<file path="config.mk">
export PLATFORM = sky130hd
export DESIGN_NAME = fetch_stage_flat
export DESIGN_NICKNAME = d
export VERILOG_FILES = /design/src/rtl/proc_pkg.sv /design/src/rtl/fetch_stage_if.sv /design/src/rtl/fetch_skid_buf.sv /design/src/rtl/fetch_stage.sv /design/src/flat_wrapper.sv
export SDC_FILE = /design/constraint.sdc
export NUM_CORES = 1
export LEC_CHECK = 0
export CAP_MARGIN = 10
export CORE_ASPECT_RATIO = 2
export CORE_MARGIN = 1.5
export CORE_UTILIZATION = 48
export DETAILED_ROUTE_END_ITERATION = 6
export GPL_TIMING_DRIVEN = 0
export HOLD_SLACK_MARGIN = 0.06
export PLACE_DENSITY_LB_ADDON = 0.25
export SLEW_MARGIN = 30
export SYNTH_ARGS = -nofsm -noshare
export SYNTH_HDL_FRONTEND = slang
export SYNTH_SLANG_ARGS = --single-unit
</file>
<file path="constraint.sdc">
create_clock -name clk -period 2.3 [get_ports clk]
set_input_delay 0.23 -clock clk [delete_from_list [all_inputs] [get_ports clk]]
set_output_delay 0.23 -clock clk [all_outputs]
set_load 0.05 [all_outputs]
</file>
<file path="src/rtl/proc_pkg.sv">
// Shared constants, opcodes and fetch FSM encoding for the 16-bit processor.
package proc_pkg;

  localparam int unsigned INSTR_W = 16;
  localparam logic [15:0] PC_INC  = 16'd2;

  localparam logic [4:0] OP_HALT = 5'b00000;
  localparam logic [4:0] OP_NOP  = 5'b00001;

  typedef enum logic [1:0] {
    FETCH = 2'd0,
    DRAIN = 2'd1,
    HALT  = 2'd2
  } fetch_state_e;

  function automatic logic is_halt(input logic [INSTR_W-1:0] instr);
    return instr[15:11] == OP_HALT;
  endfunction

endpackage

</file>
<file path="src/rtl/fetch_stage_if.sv">
// Instruction-memory request/acknowledge port; master is the fetch stage.
interface fetch_stage_if;
  import proc_pkg::*;

  logic               imem_req;
  logic [15:0]        imem_addr;
  logic               imem_ack;
  logic [INSTR_W-1:0] imem_rdata;

  modport master (output imem_req, imem_addr, input imem_ack, imem_rdata);
  modport slave  (input imem_req, imem_addr, output imem_ack, imem_rdata);

endinterface

</file>
<file path="src/rtl/fetch_skid_buf.sv">
// One-entry valid/instr/pc holding buffer used by fetch when FETCH_SKID_EN is defined.
module fetch_skid_buf
  import proc_pkg::*;
(
  input  logic               clk,
  input  logic               rst,
  input  logic               load,
  input  logic               pop,
  input  logic               flush,
  input  logic [INSTR_W-1:0] in_instr,
  input  logic [15:0]        in_pc,
  output logic               valid,
  output logic [INSTR_W-1:0] instr,
  output logic [15:0]        pc
);

  always_ff @(posedge clk) begin
    if (rst || flush) begin
      valid <= 1'b0;
      instr <= '0;
      pc    <= '0;
    end else if (load) begin
      valid <= 1'b1;
      instr <= in_instr;
      pc    <= in_pc;
    end else if (pop) begin
      valid <= 1'b0;
    end
  end

endmodule

</file>
<file path="src/rtl/fetch_stage.sv">
// Instruction fetch stage: PC, variable-latency imem port, registered decode output, HALT.
// Optional one-entry skid buffer enabled by defining FETCH_SKID_EN.
module fetch_stage
  import proc_pkg::*;
#(
  parameter logic [15:0]        RESET_PC  = 16'h0000,
  parameter logic [INSTR_W-1:0] NOP_INSTR = {OP_NOP, 11'b0}
) (
  input  logic               clk,
  input  logic               rst,
  fetch_stage_if.master      imem,
  input  logic               redirect_valid,
  input  logic [15:0]        redirect_pc,
  input  logic               stall,
  output logic               if_valid,
  output logic [INSTR_W-1:0] if_instr,
  output logic [15:0]        if_pc,
  output logic [15:0]        if_pc_plus2,
  output logic               halted
);

  fetch_state_e state;
  logic [15:0]  pc;
  logic [15:0]  drain_pc;

  logic               mem_ack;
  logic               fetch_ack;
  logic               transfer;
  logic               fetch_gate;
  logic               load_out;
  logic [INSTR_W-1:0] load_instr;
  logic [15:0]        load_pc;

  assign transfer  = if_valid & ~stall;
  assign mem_ack   = imem.imem_ack & imem.imem_req;
  assign fetch_ack = mem_ack & (state == FETCH) & ~redirect_valid;

`ifdef FETCH_SKID_EN
  logic               skid_valid;
  logic               skid_load;
  logic               skid_pop;
  logic               out_free;
  logic [INSTR_W-1:0] skid_instr;
  logic [15:0]        skid_pc;

  // Request stays up while decode stalls; an ack then parks in the skid, which
  // refills the output on the same edge the stalled instruction transfers.
  assign out_free   = ~if_valid | ~stall;
  assign skid_pop   = skid_valid & transfer;
  assign skid_load  = fetch_ack & ~out_free;
  assign load_out   = skid_pop | (fetch_ack & out_free);
  assign load_instr = skid_pop ? skid_instr : imem.imem_rdata;
  assign load_pc    = skid_pop ? skid_pc : pc;
  assign fetch_gate = ~skid_valid;

  fetch_skid_buf u_skid (
    .clk      (clk),
    .rst      (rst),
    .load     (skid_load),
    .pop      (skid_pop),
    .flush    (redirect_valid),
    .in_instr (imem.imem_rdata),
    .in_pc    (pc),
    .valid    (skid_valid),
    .instr    (skid_instr),
    .pc       (skid_pc)
  );
`else
  assign load_out   = fetch_ack;
  assign load_instr = imem.imem_rdata;
  assign load_pc    = pc;
  assign fetch_gate = ~(if_valid & stall);
`endif

  assign imem.imem_addr = pc;

  always_comb begin
    imem.imem_req = 1'b0;
    if (!rst) begin
      case (state)
        FETCH:   imem.imem_req = fetch_gate;
        DRAIN:   imem.imem_req = 1'b1;
        default: imem.imem_req = 1'b0;
      endcase
    end
  end

  always_ff @(posedge clk) begin
    if (rst) begin
      state       <= FETCH;
      pc          <= RESET_PC;
      drain_pc    <= RESET_PC;
      if_valid    <= 1'b0;
      if_instr    <= NOP_INSTR;
      if_pc       <= '0;
      if_pc_plus2 <= PC_INC;
      halted      <= 1'b0;
    end else if (redirect_valid) begin
      if_valid <= 1'b0;
      if_instr <= NOP_INSTR;
      halted   <= 1'b0;
      drain_pc <= redirect_pc;
      // An unacked request keeps its address on the bus until memory answers.
      if (mem_ack || !imem.imem_req) begin
        state <= FETCH;
        pc    <= redirect_pc;
      end else begin
        state <= DRAIN;
      end
    end else begin
      case (state)
        FETCH: begin
          if (fetch_ack) begin
            pc <= pc + PC_INC;
            if (is_halt(imem.imem_rdata)) state <= HALT;
          end
        end
        DRAIN: begin
          if (mem_ack) begin
            state <= FETCH;
            pc    <= drain_pc;
          end
        end
        default: ;
      endcase

      if (load_out) begin
        if_valid    <= 1'b1;
        if_instr    <= load_instr;
        if_pc       <= load_pc;
        if_pc_plus2 <= load_pc + PC_INC;
      end else if (transfer) begin
        if_valid <= 1'b0;
        if_instr <= NOP_INSTR;
      end

      if ((state == HALT) && transfer && is_halt(if_instr)) halted <= 1'b1;
    end
  end

endmodule

</file>
<file path="src/flat_wrapper.sv">
// flat-port wrapper written by rule: the top's interface ports become plain ports
module fetch_stage_flat import proc_pkg::*;
#(
  parameter logic [15:0]        RESET_PC  = 16'h0000,
  parameter logic [INSTR_W-1:0] NOP_INSTR = {OP_NOP, 11'b0}
)
  (clk, rst, redirect_valid, redirect_pc, stall, if_valid, if_instr, if_pc, if_pc_plus2, halted, imem_imem_req, imem_imem_addr, imem_imem_ack, imem_imem_rdata);
  fetch_stage_if imem_i ();
  input  logic clk;
  input  logic rst;
  input  logic redirect_valid;
  input  logic [15:0] redirect_pc;
  input  logic stall;
  output logic if_valid;
  output logic [INSTR_W-1:0] if_instr;
  output logic [15:0] if_pc;
  output logic [15:0] if_pc_plus2;
  output logic halted;
  output wire logic [$bits(imem_i.imem_req)-1:0] imem_imem_req;
  output wire logic [$bits(imem_i.imem_addr)-1:0] imem_imem_addr;
  input wire logic [$bits(imem_i.imem_ack)-1:0] imem_imem_ack;
  input wire logic [$bits(imem_i.imem_rdata)-1:0] imem_imem_rdata;
  assign imem_imem_req = imem_i.imem_req;
  assign imem_imem_addr = imem_i.imem_addr;
  assign imem_i.imem_ack = imem_imem_ack;
  assign imem_i.imem_rdata = imem_imem_rdata;
  fetch_stage #(.RESET_PC(RESET_PC), .NOP_INSTR(NOP_INSTR)) u_core (.clk(clk), .rst(rst), .imem(imem_i), .redirect_valid(redirect_valid), .redirect_pc(redirect_pc), .stall(stall), .if_valid(if_valid), .if_instr(if_instr), .if_pc(if_pc), .if_pc_plus2(if_pc_plus2), .halted(halted));
endmodule
</file>
==> reports/qor.csv, run 1 <==
stage,metric,value,unit
synth,"Seq/Total Area, Yosys",44.2,%
clock_network,CTS buffer count,9,
die,Die Ht,128,µm
routing,DR WL/cell,17.3,µm
synth,"Avg Cell Area, Syn",8.66,µm²
worst_setup_path,slowest library cell on the worst path,clkdlybuf4s50_1,
worst_setup_path,CP Launch Type,flip-flop,
worst_setup_path,Critical Path RT,2070,ps
clock_network,Post-CTS Repair Setup Buffers,0,
pwr,P_sw,1.01,mW
sta,Finish-stage setup viols,0,
global_route,largest net degree at the start of global routing,15,
worst_setup_path,worst-path cell chain,buf_2 -> or2_4 -> nor2_1 -> clkdlybuf4s50_1,
place,Buffers on Ports,101,
pwr,Logic pwr share,16.7,%
die,IO Pins,104,
routing,DR top layer,met4,
worst_hold_path,hold path depth,3,
global_route,vias in the first global route,3732,
global_route,initial antenna violation count,0,
sta,Worst Clk Skew,7.06,ps
worst_setup_path,Worst Path Buf+Inv,2,
clock_network,clock sinks,83,
pwr,pwr dens,697,nW/µm²
routing,DR WL met2,6370,µm
pwr,switch share,28.0,%
routing,drt pass-1 iters,5,
worst_setup_path,CP Depth,4,
status,status,finished clean,
clock_network,CTS tree,yes,
pwr,Leakage,1.80,nW
routing,Starting DRT DRC Count,204,
clock_network,Resized Gates After CTS,0,
finish,share of cells above drive strength 1,9.62,%
clock_network,# hold bufs at CTS,0,
global_route,gr usage total,26.9,%
die,Core ar.,7600,µm²
synth,mapped cell area,3760,µm²
sta,Final period util,99.0,%
routing,Post-DRT Antenna Nets,0,
synth,ys async rst share,0,%
routing,Met1 Wirelength,3910,µm
finish,fin nets,584,
sta,max-slew violations,0,
sta,setup TNS,0,ps
routing,DR vias,3731,
sta,Worst Tran Pin Value,616,ps
pwr,Clk network pwr share,40.3,%
clock_network,largest buffer count on any clock path,2,
worst_setup_path,Max stage delay on crit path,820,ps
worst_setup_path,CP Capture Type,primary output,
synth,ys flop type,dfxtp_1,
sta,Period minus WS final,2280,ps
clock_network,clock-pin slew on the worst setup and hold paths,60,ps
global_route,GR Overflow Total,0,
pwr,internal power,2.60,mW
pwr,Max VDD drop,0.000526,V
clock_network,root buffer cell,clkbuf_16,
routing,WL met3,642,µm
place,post-DP HPWL,8560,µm
synth,Seq cells post-synth,83,
sta,headroom to the max-slew limit,58.9,%
place,Final GP Congestion,0.894,
synth,Mapped Cells,434,
sta,final hold violation count,0,
finish,Antenna Cells,0,
worst_setup_path,CP Max Fanout,9,
sta,fmax,0.439,GHz
routing,final WL,11200,µm
worst_setup_path,worst setup path class,reg -> out,
die,Die ar.,8400,µm²
die,num rows,45,
worst_setup_path,Reg2Reg Depth,6,
global_route,first-pass GRT wire length,17300,µm
synth,"Distinct cells, synth",63,
routing,vias per cell,5.78,
finish,Syn-to-layout area delta,38.2,%
routing,drt drc,0,
synth,Post-synth EDFFs,0,
pwr,Flop pwr share,43.0,%
worst_hold_path,hold crit path type,in -> reg,
synth,Syn Nets,472,
die,initial cell density of the core,49.4,%
synth,Yosys warnings,0,
worst_setup_path,"delay-heaviest family, CP",buffers and inverters,
worst_setup_path,critical path data arrival time,2050,ps
clock_network,H-tree Lvls,3,
sta,hold slack,366,ps
die,Die W,65.6,µm
flow_run,total of max-cap violations,0,
sta,RSZ-0062 raised after global routing,no,
clock_network,clk_lat worst skew,340,ps
## path summary, 6_finish.rpt
kind / from / to / slack (ps)
min: rst / u_core.imem.imem_addr[0]$_SDFFE_PP0P_ / 370
min reg2reg: u_core.if_pc[15]$_SDFFE_PP0P_ / u_core.if_pc[15]$_SDFFE_PP0P_ / 460
max: u_core.state[1]$_SDFFE_PP0P_ / imem_imem_req / 20
max reg2reg: u_core.imem.imem_addr[1]$_SDFFE_PP0P_ / u_core.if_pc_plus2[11]$_SDFFE_PP0P_ / 230
## state kept, by name, indices dropped and copies added, names as in the netlist
name                   count
u_core.if_pc_plus2        16
u_core.if_pc              15
u_core.drain_pc           16
u_core.if_instr           16
u_core.halted              1
u_core.if_valid            1
u_core.imem.imem_addr     16
u_core.state               2
## kinds of logic after synthesis
kind of cell | synth area share, %
AOI/OAI and AO/OA | 20.7
xor gates and xnor gates | 2.56
adders and majority gates | 0.333
buffers and inverters | 5.29
DFF | 44.2
muxes | 3.26
and+or+nand+nor | 23.6
## stage by stage
stage	std cells	utilization, %	setup WS (ps)	power (mW)	cell area (µm²)
floorplan	434	-	227	1.96	3760
global placement	629	64.3	227	2.17	4890
detailed placement	629	64.3	183	2.18	4890
CTS	645	68.3	31.1	3.63	5190
global route	645	68.3	3.84	3.72	5190
finish	645	68.3	22.0	3.62	5190
## power by group through the flow
stage	Clock (mW)	Combinational, mW	Sequential, mW
after floorplan	0	0.244	1.71
after global placement	0	0.590	1.58
after detailed placement	0	0.597	1.59
after CTS	1.47	0.601	1.56
after global routing	1.52	0.638	1.56
final	1.46	0.604	1.56
## final cells by class
cell class | instances | area, µm²
plain buffers | 36 | 165
clock buffers | 11 | 243
clock inverters | 5 | 62.6
fillers | 647 | 2410
inverters | 9 | 33.8
multi-input cells | 306 | 1900
flip-flops and latches | 83 | 1660
well taps | 94 | 118
repair buffers | 101 | 1010
## synth_stat cells, types with 3 or more instances
master | number | area [µm²]
a311oi_1 | 6 | 52.6
o32ai_1 | 7 | 61.3
a22o_1 | 6 | 52.6
xnor2_1 | 9 | 78.8
nand2_1 | 67 | 251
and4_1 | 3 | 26.3
inv_1 | 9 | 33.8
nor3_1 | 10 | 50.1
buf_4 | 3 | 22.5
o32a_1 | 5 | 50.1
a211o_1 | 4 | 35.0
nor2b_1 | 4 | 25.0
mux2i_1 | 10 | 100
nor2_1 | 40 | 150
nand2b_1 | 4 | 25.0
dfxtp_1 | 83 | 1660
nand3_1 | 21 | 105
clkbuf_1 | 16 | 60.1
buf_2 | 15 | 75.1
a21oi_1 | 42 | 210
a211oi_2 | 5 | 62.6
a211oi_1 | 6 | 45.0
a31oi_1 | 7 | 43.8
## layer usage
layer  GRT usage [%]  vias to the layer above
li1                -                     1782
met1            25.7                     1764
met2            51.6                      157
met3            4.04                       28
met4            15.8                        0
met5               0                        -
## layout by cell type, fill, tap and decap left out, types with 10 or more instances in the layout
cell / synthesis / routed
mux2i_1: 10 / 10
nor2_1: 40 / 40
dfxtp_1: 83 / 83
nand3_1: 21 / 21
nand2_1: 67 / 67
a21oi_1: 42 / 42
nor3_1: 10 / 10
clkdlybuf4s50_1: 0 / 101
buf_2: 15 / 15
clkbuf_1: 16 / 17
## worst register-to-register path, cell delays in order (launching register included)
cell	delay [ps]
dfxtp_1	520
ha_1	200
clkbuf_1	300
nand2_1	200
nor4_2	380
xnor2_1	150
a211oi_2	240
Power figures use the tool's default switching activity.
==> inputs of run 2 (changes only) <==
CORE_ASPECT_RATIO = 1.5   (was 2)
==> run 2 against run 1 <==
Net effect: largest power group unchanged; highest routed layer unchanged; critical path depth grew 2; clock skew shrank 3.5 ps; via count shrank 1.1%; first-iteration DRC count shrank 0.98%; maximum frequency grew 11%; combinational power is essentially flat; worst hold slack lost 55 ps; clock power is essentially flat; critical path type is now reg -> reg.
==> reports/qor.csv, run 2 (synthesis gave the netlist of run 1 again) <==
stage,metric,value,unit,change
clock_network,H-tree Lvls,3,,unchanged
routing,final WL,10900,µm,was 11200 µm
finish,Antenna Cells,0,,unchanged
worst_setup_path,r2r setup slk,250,ps,was 230 ps
sta,Worst Clk Skew,3.53,ps,was 7.06 ps
finish,"non-filler cells, final",653,,was 645
routing,drt pass-1 iters,5,,unchanged
clock_network,CTS buffer count,9,,unchanged
worst_setup_path,Critical Path RT,2560,ps,was 2070 ps
worst_setup_path,CP Capture Type,flip-flop,,was primary output
sta,Worst Tran Pin Value,660,ps,was 616 ps
global_route,initial antenna violation count,0,,unchanged
worst_setup_path,critical path data arrival time,2310,ps,was 2050 ps
die,initial cell density of the core,49.4,%,about the same
clock_network,CTS tree,yes,,unchanged
global_route,vias in the first global route,3620,,was 3732
pwr,Clk network pwr share,39.9,%,was 40.3%
die,Die Ht,111,µm,was 128 µm
die,Die ar.,8380,µm²,was 8400 µm²
routing,vias per cell,5.65,,was 5.78
die,Core ar.,7610,µm²,was 7600 µm²
sta,fmax,0.488,GHz,was 0.439 GHz
clock_network,clock-pin slew on the worst setup and hold paths,60,ps,about the same
worst_setup_path,CP Max Fanout,7,,was 9
routing,Post-DRT Antenna Nets,0,,unchanged
routing,DR vias,3691,,was 3731
pwr,pwr dens,692,nW/µm²,was 697 nW/µm²
sta,headroom to the max-slew limit,56.0,%,was 58.9%
pwr,internal power,2.59,mW,was 2.60 mW
pwr,switch share,27.8,%,was 28.0%
sta,setup TNS,0,ps,unchanged
worst_setup_path,worst setup path class,reg -> reg,,was reg -> out
die,Die W,75.2,µm,was 65.6 µm
global_route,largest net degree at the start of global routing,14,,was 15
place,post-DP HPWL,8300,µm,was 8560 µm
routing,Starting DRT DRC Count,202,,was 204
sta,RSZ-0062 raised after global routing,no,,unchanged
sta,Finish-stage setup viols,0,,unchanged
pwr,P_sw,1.00,mW,was 1.01 mW
routing,drt drc,0,,unchanged
finish,Syn-to-layout area delta,38.3,%,was 38.2%
worst_setup_path,CP Launch Type,flip-flop,,unchanged
sta,Final period util,89.1,%,was 99.0%
flow_run,total of max-cap violations,0,,unchanged
global_route,gr usage total,27.2,%,was 26.9%
clock_network,largest buffer count on any clock path,2,,unchanged
pwr,total power,3.60,mW,was 3.62 mW
pwr,Max VDD drop,0.000540,V,was 0.000526 V
die,IO Pins,104,,unchanged
clock_network,clock sinks,83,,unchanged
clock_network,root buffer cell,clkbuf_16,,unchanged
clock_network,# hold bufs at CTS,0,,unchanged
pwr,Logic pwr share,16.7,%,about the same
pwr,Flop pwr share,43.4,%,was 43.0%
sta,max-slew violations,0,,unchanged
place,dpl cells,637,,was 629
worst_hold_path,hold crit path type,in -> reg,,unchanged
finish,"commonest non-fill, non-tap cell in the layout",clkdlybuf4s50_1,,unchanged
pwr,Leakage,1.81,nW,was 1.80 nW
routing,DR WL/cell,16.7,µm,was 17.3 µm
clock_network,clk_lat worst skew,340,ps,about the same
place,Final GP Congestion,0.809,,was 0.894
global_route,first-pass GRT wire length,17600,µm,was 17300 µm
sta,final hold violation count,0,,unchanged
finish,share of cells above drive strength 1,9.80,%,was 9.62%
sta,Period minus WS final,2050,ps,was 2280 ps
place,Buffers on Ports,101,,unchanged
global_route,GR Overflow Total,0,,unchanged
finish,fin nets,584,,unchanged
status,status,finished clean,,unchanged
die,num rows,39,,was 45
finish,most frequent cells in the layout,"100 x clkdlybuf4s50_1, 82 x dfxtp_1, 67 x nand2_1",,"was 101 x clkdlybuf4s50_1, 83 x dfxtp_1, 67 x nand2_1"
## run 2: worst paths after layout
path	cells after the start	startpoint	end
min reg2reg	2	u_core.if_pc[11]$_SDFFE_PP0P_	u_core.if_pc[11]$_SDFFE_PP0P_
min	3	rst	u_core.imem.imem_addr[0]$_SDFFE_PP0P_
max reg2reg	6	u_core.imem.imem_addr[2]$_SDFFE_PP0P_	u_core.if_pc_plus2[13]$_SDFFE_PP0P_
max	6	u_core.imem.imem_addr[2]$_SDFFE_PP0P_	u_core.if_pc_plus2[13]$_SDFFE_PP0P_
## run 2: power groups by stage
stage	Clock (mW)	Combinational [mW]	Sequential [mW]
after floorplan	0	0.244	1.71
final	1.43	0.601	1.56
after detailed placement	0	0.596	1.59
after CTS	1.45	0.599	1.56
after global routing	1.50	0.643	1.57
after global placement	0	0.587	1.59
## run 2: worst max-delay path, stage by stage (launching register included)
cell and delay (ps):
dfxtp_1 520, ha_1 210, clkbuf_1 330, nand2_1 200, nor4_2 330, xnor2_1 160, a211oi_2 230
## run 2: cell type report
cell class | count | area [µm²]
buffer | 36 | 165
clock buffer | 11 | 243
clock inverter | 5 | 52.6
fill | 645 | 2420
inverter | 9 | 33.8
multi-input combinational | 306 | 1900
sequential | 83 | 1660
tap | 102 | 128
timing repair buffer | 101 | 1010
## run 2: repair_timing
item | 4_1_cts | 5_1_grt
setup buffers | 0 | 0
gates resized for setup | 0 | 2
setup endpoints to repair | 0 | 2
## run 2: layer usage
| metal | GRT usage, % | part of all wire, % |
|---|---|---|
| met5 | 0 | 0 |
| met4 | 10.2 | 2.3 |
| met3 | 6.15 | 5.5 |
| met1 | 30.8 | 39 |
| met2 | 48.3 | 53 |
## run 2: through the flow
stage / utilization (%) / hold WS, ps / instance area [µm²] / worst slack [ps]
5_1_grt: 68.2 / 357 / 5190 / 106
3_5_place_dp: 64.3 / 448 / 4900 / 190
4_1_cts: 68.2 / 305 / 5190 / 38.7
2_1_floorplan: - / 366 / 3760 / 227
3_3_place_gp: 64.3 / 443 / 4900 / 167
6_report: 68.2 / 311 / 5190 / 252
==> inputs of run 3 (changes only) <==
REMOVE_ABC_BUFFERS = 1   (was unset)
==> run 3 against run 2 <==
Net effect: via count down 4.5%; die area is the same; clock-buffer cell count unchanged; final area decreased by 0.87%; critical path type unchanged; critical endpoint is now u_core.imem.imem_addr[10]$_SDFFE_PP0P_; highest routed layer unchanged.
==> reports/qor.csv, run 3 (synthesis gave the netlist of run 1 again) <==
stage,metric,value,unit,change
status,status,finished clean,,unchanged
finish,final instance area,5150,µm²,was 5190 µm²
clock_network,clock-pin slew on the worst setup and hold paths,60,ps,about the same
global_route,GR Overflow Total,0,,unchanged
sta,setup TNS,0,ps,unchanged
place,Buffers on Ports,103,,was 101
clock_network,CTS tree,yes,,unchanged
sta,RSZ-0062 raised after global routing,no,,unchanged
clock_network,clk_lat worst skew,350,ps,was 340 ps
pwr,pwr dens,721,nW/µm²,was 692 nW/µm²
global_route,initial antenna violation count,0,,unchanged
routing,vias per cell,5.65,,about the same
pwr,Leakage,1.77,nW,was 1.81 nW
finish,"commonest non-fill, non-tap cell in the layout",clkdlybuf4s50_1,,unchanged
die,Die W,75.2,µm,unchanged
die,num rows,39,,unchanged
clock_network,CTS buffer count,9,,unchanged
finish,Antenna Cells,0,,unchanged
clock_network,clock sinks,83,,unchanged
global_route,vias in the first global route,3375,,was 3620
sta,hold slack,266,ps,was 311 ps
pwr,Max VDD drop,0.000645,V,was 0.000540 V
worst_setup_path,worst setup path class,reg -> reg,,unchanged
pwr,total power,3.71,mW,was 3.60 mW
clock_network,Post-CTS Repair Setup Buffers,0,,unchanged
global_route,largest net degree at the start of global routing,59,,was 14
global_route,first-pass GRT wire length,15800,µm,was 17600 µm
worst_setup_path,CP Launch Type,flip-flop,,unchanged
sta,Final period util,93.3,%,was 89.1%
routing,drt drc,0,,unchanged
worst_setup_path,r2r setup slk,150,ps,was 250 ps
sta,Finish-stage setup viols,0,,unchanged
routing,DR WL/cell,15.9,µm,was 16.7 µm
worst_setup_path,Critical Path RT,2520,ps,was 2560 ps
routing,DR vias,3524,,was 3691
worst_setup_path,CP Max Fanout,12,,was 7
worst_hold_path,hold crit path type,in -> reg,,unchanged
die,Die ar.,8380,µm²,unchanged
sta,max-slew violations,0,,unchanged
clock_network,largest buffer count on any clock path,2,,unchanged
clock_network,Resized Gates After CTS,0,,unchanged
finish,share of cells above drive strength 1,8.43,%,was 9.80%
flow_run,total of max-cap violations,0,,unchanged
die,IO Pins,104,,unchanged
place,Final GP Congestion,0.819,,was 0.809
sta,Worst Clk Skew,8.61,ps,was 3.53 ps
place,placed cell area,4820,µm²,was 4900 µm²
sta,headroom to the max-slew limit,35.8,%,was 56.0%
sta,Worst Tran Pin Value,960,ps,was 660 ps
clock_network,H-tree Lvls,3,,unchanged
routing,final WL,9930,µm,was 10900 µm
routing,Starting DRT DRC Count,159,,was 202
place,post-DP HPWL,6790,µm,was 8300 µm
routing,Post-DRT Antenna Nets,0,,unchanged
sta,final hold violation count,0,,unchanged
finish,fin nets,555,,was 584
sta,fmax,0.466,GHz,was 0.488 GHz
finish,Syn-to-layout area delta,37.1,%,was 38.3%
die,initial cell density of the core,49.4,%,unchanged
finish,most frequent cells in the layout,"100 x clkdlybuf4s50_1, 83 x dfxtp_1, 67 x nand2_1",,"was 100 x clkdlybuf4s50_1, 82 x dfxtp_1, 67 x nand2_1"
die,Die Ht,111,µm,unchanged
worst_setup_path,CP Capture Type,flip-flop,,unchanged
die,Core ar.,7610,µm²,unchanged
clock_network,root buffer cell,clkbuf_16,,unchanged
global_route,gr usage total,24.3,%,was 27.2%
clock_network,# hold bufs at CTS,0,,unchanged
sta,Period minus WS final,2150,ps,was 2050 ps
routing,drt pass-1 iters,4,,was 5
worst_setup_path,critical path data arrival time,2360,ps,was 2310 ps
==> run 3: cell count changes in the layout (fill, tap and decap cells not counted), sizes merged <==
| cell | delta |
|---|---|
| buf | -13 |
| bufinv | +1 |
| clkinvlp | -1 |
| clkbuf | -16 |
==> run 3: final cells by class <==
type / instances / area [µm²]
fillers: 655 / 2460
multi-input cells: 306 / 1900
flip-flops and latches: 83 / 1660
repair buffers: 108 / 1100
clock buffers: 11 / 253
well taps: 102 / 128
clock inverters: 5 / 75.1
inverters: 9 / 33.8
==> run 3: worst max-delay path, stage by stage (launching register included) <==
cell and delay (ps):
dfxtp_1 470, nor2b_1 810, nor2_1 360, a31oi_1 280, o32ai_1 110
==> run 3: path summary, 6_finish.rpt <==
path                                     start                                      to  cells after the start
hold reg to reg   u_core.if_pc[5]$_SDFFE_PP0P_            u_core.if_pc[5]$_SDFFE_PP0P_                      2
setup reg to reg  u_core.state[0]$_SDFFE_PP0P_  u_core.imem.imem_addr[10]$_SDFFE_PP0P_                      4
hold / removal                             rst         u_core.drain_pc[9]$_SDFFE_PP0P_                      2
setup / recovery  u_core.state[0]$_SDFFE_PP0P_  u_core.imem.imem_addr[10]$_SDFFE_PP0P_                      4
==> run 3: metal layers <==
| metal | GRT usage, % | wire length (µm) | vias up |
|---|---|---|---|
| met5 | 0 | 0 | - |
| met4 | 11.7 | 254 | 0 |
| met3 | 4.71 | 502 | 19 |
| met2 | 41.4 | 5230 | 104 |
| met1 | 28.4 | 3940 | 1675 |
| li1 | - | - | 1726 |
==> run 3: through the flow <==
stage / setup WS, ps / cells / util [%]
final: 154 / 624 / 67.7
after global routing: 32.3 / 624 / 67.7
after global placement: -2830 / 603 / 62.4
after floorplan: 58.7 / 398 / -
after CTS: 51.9 / 624 / 67.6
after detailed placement: 65.9 / 608 / 63.3
==> run 3: power by group <==
part           internal [mW]  switching, mW  total, mW
clock network           1.00          0.570       1.57
logic                  0.230          0.348      0.578
registers               1.50         0.0650       1.56
total                   2.73          0.983       3.71
